$ cat src/rtl/piso_shift_reg.sv
// rtl/piso_shift_reg.sv - parallel-in serial-out shift register with valid/ready load port
//
// Purpose:
//   Accepts a WIDTH-bit word through a valid/ready handshake and emits it one
//   bit per clock edge on which enable is high. Words can be chained with no
//   idle gap by presenting the next word while the final bit is on the line.
//
// Parameters:
//   WIDTH     - word width in bits, legal range 2..32
//   MSB_FIRST - 1: bit WIDTH-1 leaves first, 0: bit 0 leaves first
//   IDLE_VAL  - line level whenever no word is active (and after reset)
//
// Ports:
//   clk        - rising-edge clock
//   reset      - asynchronous active-high reset
//   load_valid - load_data holds a word to send
//   load_data  - parallel word
//   load_ready - a word is accepted this cycle when load_valid is also high
//   enable     - shift strobe, one bit per clk edge while high
//   out        - current serial bit (IDLE_VAL when idle)
//   out_valid  - out carries a data bit
//   last       - out is the final bit of the current word
//   busy       - a word is in progress

module piso_shift_reg #(
    parameter int   WIDTH     = 8,
    parameter bit   MSB_FIRST = 1'b1,
    parameter logic IDLE_VAL  = 1'b0
) (
    input  logic             clk,
    input  logic             reset,
    input  logic             load_valid,
    input  logic [WIDTH-1:0] load_data,
    output logic             load_ready,
    input  logic             enable,
    output logic             out,
    output logic             out_valid,
    output logic             last,
    output logic             busy
);

    localparam int             CW       = $clog2(WIDTH);
    localparam logic [CW-1:0]  LAST_CNT = CW'(WIDTH - 1);
    localparam int             OUT_IDX  = MSB_FIRST ? WIDTH - 1 : 0;

    typedef enum logic [0:0] {
        ST_IDLE  = 1'b0,
        ST_SHIFT = 1'b1
    } state_t;

    state_t            state;
    state_t            state_n;
    logic [WIDTH-1:0]  shreg;
    logic [WIDTH-1:0]  shreg_n;
    logic [CW-1:0]     count;
    logic [CW-1:0]     count_n;
    logic              shifting;

    assign shifting = (state == ST_SHIFT);

    // Every output below is a function of registered state only, except
    // load_ready, which must see enable so the next word can be accepted on
    // the same edge that retires the final bit.
    assign busy       = shifting;
    assign out_valid  = shifting;
    assign last       = shifting && (count == LAST_CNT);
    assign out        = shifting ? shreg[OUT_IDX] : IDLE_VAL;
    assign load_ready = (state == ST_IDLE) || (last && enable);

    always_ff @(posedge clk or posedge reset) begin
        if (reset) begin
            state <= ST_IDLE;
            shreg <= '0;
            count <= '0;
        end else begin
            state <= state_n;
            shreg <= shreg_n;
            count <= count_n;
        end
    end

    always_comb begin
        state_n = state;
        shreg_n = shreg;
        count_n = count;
        case (state)
            ST_IDLE: begin
                if (load_valid) begin
                    state_n = ST_SHIFT;
                    shreg_n = load_data;
                    count_n = '0;
                end
            end
            ST_SHIFT: begin
                if (enable) begin
                    if (last) begin
                        if (load_valid) begin
                            // Chain straight into the next word.
                            shreg_n = load_data;
                            count_n = '0;
                        end else begin
                            state_n = ST_IDLE;
                            shreg_n = '0;
                            count_n = '0;
                        end
                    end else begin
                        // Zero fill from the far end so stale bits never
                        // reappear at the output.
                        shreg_n = MSB_FIRST ? (shreg << 1) : (shreg >> 1);
                        count_n = count + CW'(1);
                    end
                end
            end
            default: begin
                state_n = ST_IDLE;
                shreg_n = '0;
                count_n = '0;
            end
        endcase
    end

endmodule

$ cat config.mk
export PLATFORM = sky130hd
export DESIGN_NAME = piso_shift_reg
export DESIGN_NICKNAME = d
export VERILOG_FILES = /design/src/rtl/piso_shift_reg.sv
export SDC_FILE = /design/constraint.sdc
export NUM_CORES = 1
export LEC_CHECK = 0
export ABC_AREA = 1
export BUFFER_PORTS_ARGS = -buffer_cell sky130_fd_sc_hd__buf_4
export CAP_MARGIN = 5
export CORE_MARGIN = 1.5
export CORE_UTILIZATION = 45
export DETAILED_ROUTE_END_ITERATION = 7
export PLACE_DENSITY_LB_ADDON = 0.08
export SLEW_MARGIN = 15
export SYNTH_ARGS = -nofsm -noshare
export SYNTH_HDL_FRONTEND = slang
export SYNTH_SLANG_ARGS = --single-unit
$ cat constraint.sdc
create_clock -name clk -period 1.8 [get_ports clk]
set_clock_uncertainty 0.15 [all_clocks]
set_input_delay 0.18 -clock clk [delete_from_list [all_inputs] [get_ports clk]]
set_output_delay 0.18 -clock clk [all_outputs]
set_load 0.005 [all_outputs]
==> results.md <==
* DRT Pass-1 Iters at 4
* Worst Setup Start Kind: register
* DRC Markers at 0
* Chip width at 43.7 um
* Avg Inst Size Synth at 7.78 sq um
* Dpl ws at 0.211 ns
* RSZ-0062 raised after global routing: no
* R2r setup slk at 0.21 ns
* Final Max Tran Viols at 0
* Post-route clock period utilization at 94.5%
* Total die area at 0.00191 sq mm
* Post-CTS Resized at 0
* Routed WL at 1.52 mm
* Vias in the first global route at 607
* Slew @ Worst Pin at 0.504 ns
* H-tree depth at 1
* Initial antenna violation count at 0
* Post-Place Cell Area at 842 sq um
* Fin nets at 131
* Critical path arrival at 1.37 ns
* Synth unique cells at 17
* MaxCap Viol Count at 0
* Clk Latency, worst-skew pair at 0.27 ns
* Post-Syn Area at 747 sq um
* Gr usage total at 19.5%
* IR drop worst, VDD at 0.644 mV
* CTS clock-pin slew for the worst setup and hold paths at 0.08 ns
* R2r worst-path depth at 6
* Largest net degree at the start of global routing at 19
* CP peak stage delay at 0.39 ns
* Final Hold Vio Count at 0
* Slowest cell on crit path: dfrtp_1
* Crit. End Element: output port
* Gpl congestion at 0.713
* Sequential area share after synthesis at 40.2%
* Crit path from: count[0]$_DFFE_PP0P_
* CTS tree: yes
* Syn nets at 110
* Starting Density at 49.0%
* Max-slew headroom at 66.4%
* Clk sinks at 12
* RR Startpoint: count[0]$_DFFE_PP0P_
* Util after Layout at 58.7%
* DR vias/cell at 4.92
* Setup TNS at 0 ns
* Post-DRT Antenna Nets at 0
* Max Fclk at 588 MHz
* Mapped Cells at 96
* RR Endpoint: shreg[7]$_DFFE_PP0P_
* Via count at 645
* Routed wire per std cell at 11.6 um
* Status: finished, final reports clean
* Antenna diodes at 0
* Post-route insts no fill at 131
* CTS buffer count at 3
* CP required at 1.47 ns
* Share of layout cells above drive strength 1 at 24.3%
* Number of fill cells at 155
* Worst Path Buf+Inv at 1
* Min cycle time layout at 1.70 ns
* Congestion Overflow GR at 0
* Fin Hold WS at 0.0782 ns
* Die Y at 43.7 um
* Layout area overhead at 19.8%
* Final setup viols at 0
* Non-Filler Cell Area, Final at 895 sq um
* Levels on crit path at 5
* CP max FO at 4
* CP cell instances: ha_1 > ha_1 > nand2_1 > nand2_1 > buf_4
* Hpwl dp at 1.03 mm
* Final setup margin at 0.0983 ns
* Root Buffer: clkbuf_4
* CTS Buffer Depth at 2
* IO Port Bufs at 16
* Leakage at 0.515 nW
* DRT iter0 DRCs at 8
* CP delay by family, top: adder cells
* Core area at 0.00152 sq mm
* Global-route wire length before repair at 2.70 mm
* Tot Pwr at 1.02 mW
* Setup Crit Path Kind: reg2out
* Top Ports at 17
* #FFs+latches synth at 12
* Ys Warns at 0
* Crit path to: load_ready
* FP Rows at 14
* Pwr/cell area at 1140 mW/mm^2
* Placed Cells at 125
* Worst hold path class: in2reg
## metal layers
metal	vias to the layer above	track usage (%)	share of wire, %
li1	334	-	-
met1	296	24.1	44
met2	13	32.6	51
met3	2	3.75	3.4
met4	0	9.09	1.2
met5	-	0	0
## worst min path at each step
| stage | cells past startpoint | slack (ns) | endpoint | start |
|---|---|---|---|---|
| 6_report | 4 | 0.08 | busy$_DFF_PP0_ | enable |
| 3_5_place_dp | 2 | 0.1 | shreg[3]$_DFFE_PP0P_ | reset |
| 3_3_place_gp | 2 | 0.09 | shreg[3]$_DFFE_PP0P_ | reset |
| 5_1_grt | 5 | 0.10 | shreg[5]$_DFFE_PP0P_ | load_data[5] |
| 2_1_floorplan | 1 | -0.11 | busy$_DFF_PP0_ | reset |
| 4_1_cts | 4 | 0.07 | busy$_DFF_PP0_ | enable |
## timing repair
item                      CTS  global route
hold endpoints to repair   14             0
setup buffers               0             0
hold buffers                3             0
## synthesized netlist by cell type
cell	instances	area share [%]
ha_1	2	3.3
inv_1	14	7.0
a22oi_1	1	1.0
buf_12	1	2.7
nand2_8	2	5.4
nand2_2	2	1.7
inv_2	1	0.50
nand2_1	17	8.5
buf_4	1	1.0
nor2_1	19	9.5
clkbuf_8	1	1.8
buf_6	1	1.5
nor2_2	2	1.7
dfrtp_1	12	40
a21oi_1	7	4.7
nand3_2	1	1.3
nand3_1	12	8.0
## logic make-up (layout without fill, tap and decap cells)
kind of cell	after synthesis	in the layout	share of synthesized area, %
AO/OA/AOI/OAI	8	8	5.70
adder cells (fa/ha/maj)	2	2	3.35
buffers and inverters	19	38	14.6
flip-flops	12	12	40.2
AND/OR/NAND/NOR	55	55	36.2
## placed cells by master, fill, tap and decap left out
| cell type | Yosys | final |
|---|---|---|
| nor2_2 | 2 | 2 |
| inv_2 | 1 | 1 |
| dfrtp_1 | 12 | 12 |
| a22oi_1 | 1 | 1 |
| nor2_1 | 19 | 19 |
| nand3_2 | 1 | 1 |
| dlygate4sd3_1 | 0 | 3 |
| inv_1 | 14 | 14 |
| nand3_1 | 12 | 12 |
| nand2_8 | 2 | 2 |
| clkbuf_4 | 0 | 3 |
| nand2_2 | 2 | 2 |
| buf_4 | 1 | 17 |
| ha_1 | 2 | 2 |
| nand2_1 | 17 | 17 |
| a21oi_1 | 7 | 7 |
## tightest hold or removal path, cell delays in order
cell and delay (ns):
buf_4 0.11, nand2_1 0.06, nand2_1 0.07, nand2_1 0.05
## cell type report
type                            count  area (sq um)  share of cell area [%]
Clock buffer                        3          22.5                    2.52
Inverter                           15          56.3                    6.29
Multi-Input combinational cell     65           338                    37.8
Sequential cell                    12           300                    33.6
Tap cell                           16          20.0                    2.24
Timing Repair Buffer               20           158                    17.6
## where the power goes
| group | internal, mW | switching [mW] | leakage [nW] | total (mW) |
|---|---|---|---|---|
| Combinational | 0.196 | 0.219 | 0.364 | 0.414 |
| Clock | 0.0775 | 0.0937 | 0.0138 | 0.171 |
| Sequential | 0.373 | 0.0647 | 0.137 | 0.437 |
## state kept, by name, indices dropped and copies added (netlist names)
| register | count |
|---|---|
| shreg | 8 |
| count | 3 |
| busy | 1 |
(Power assumes the default switching activity.)
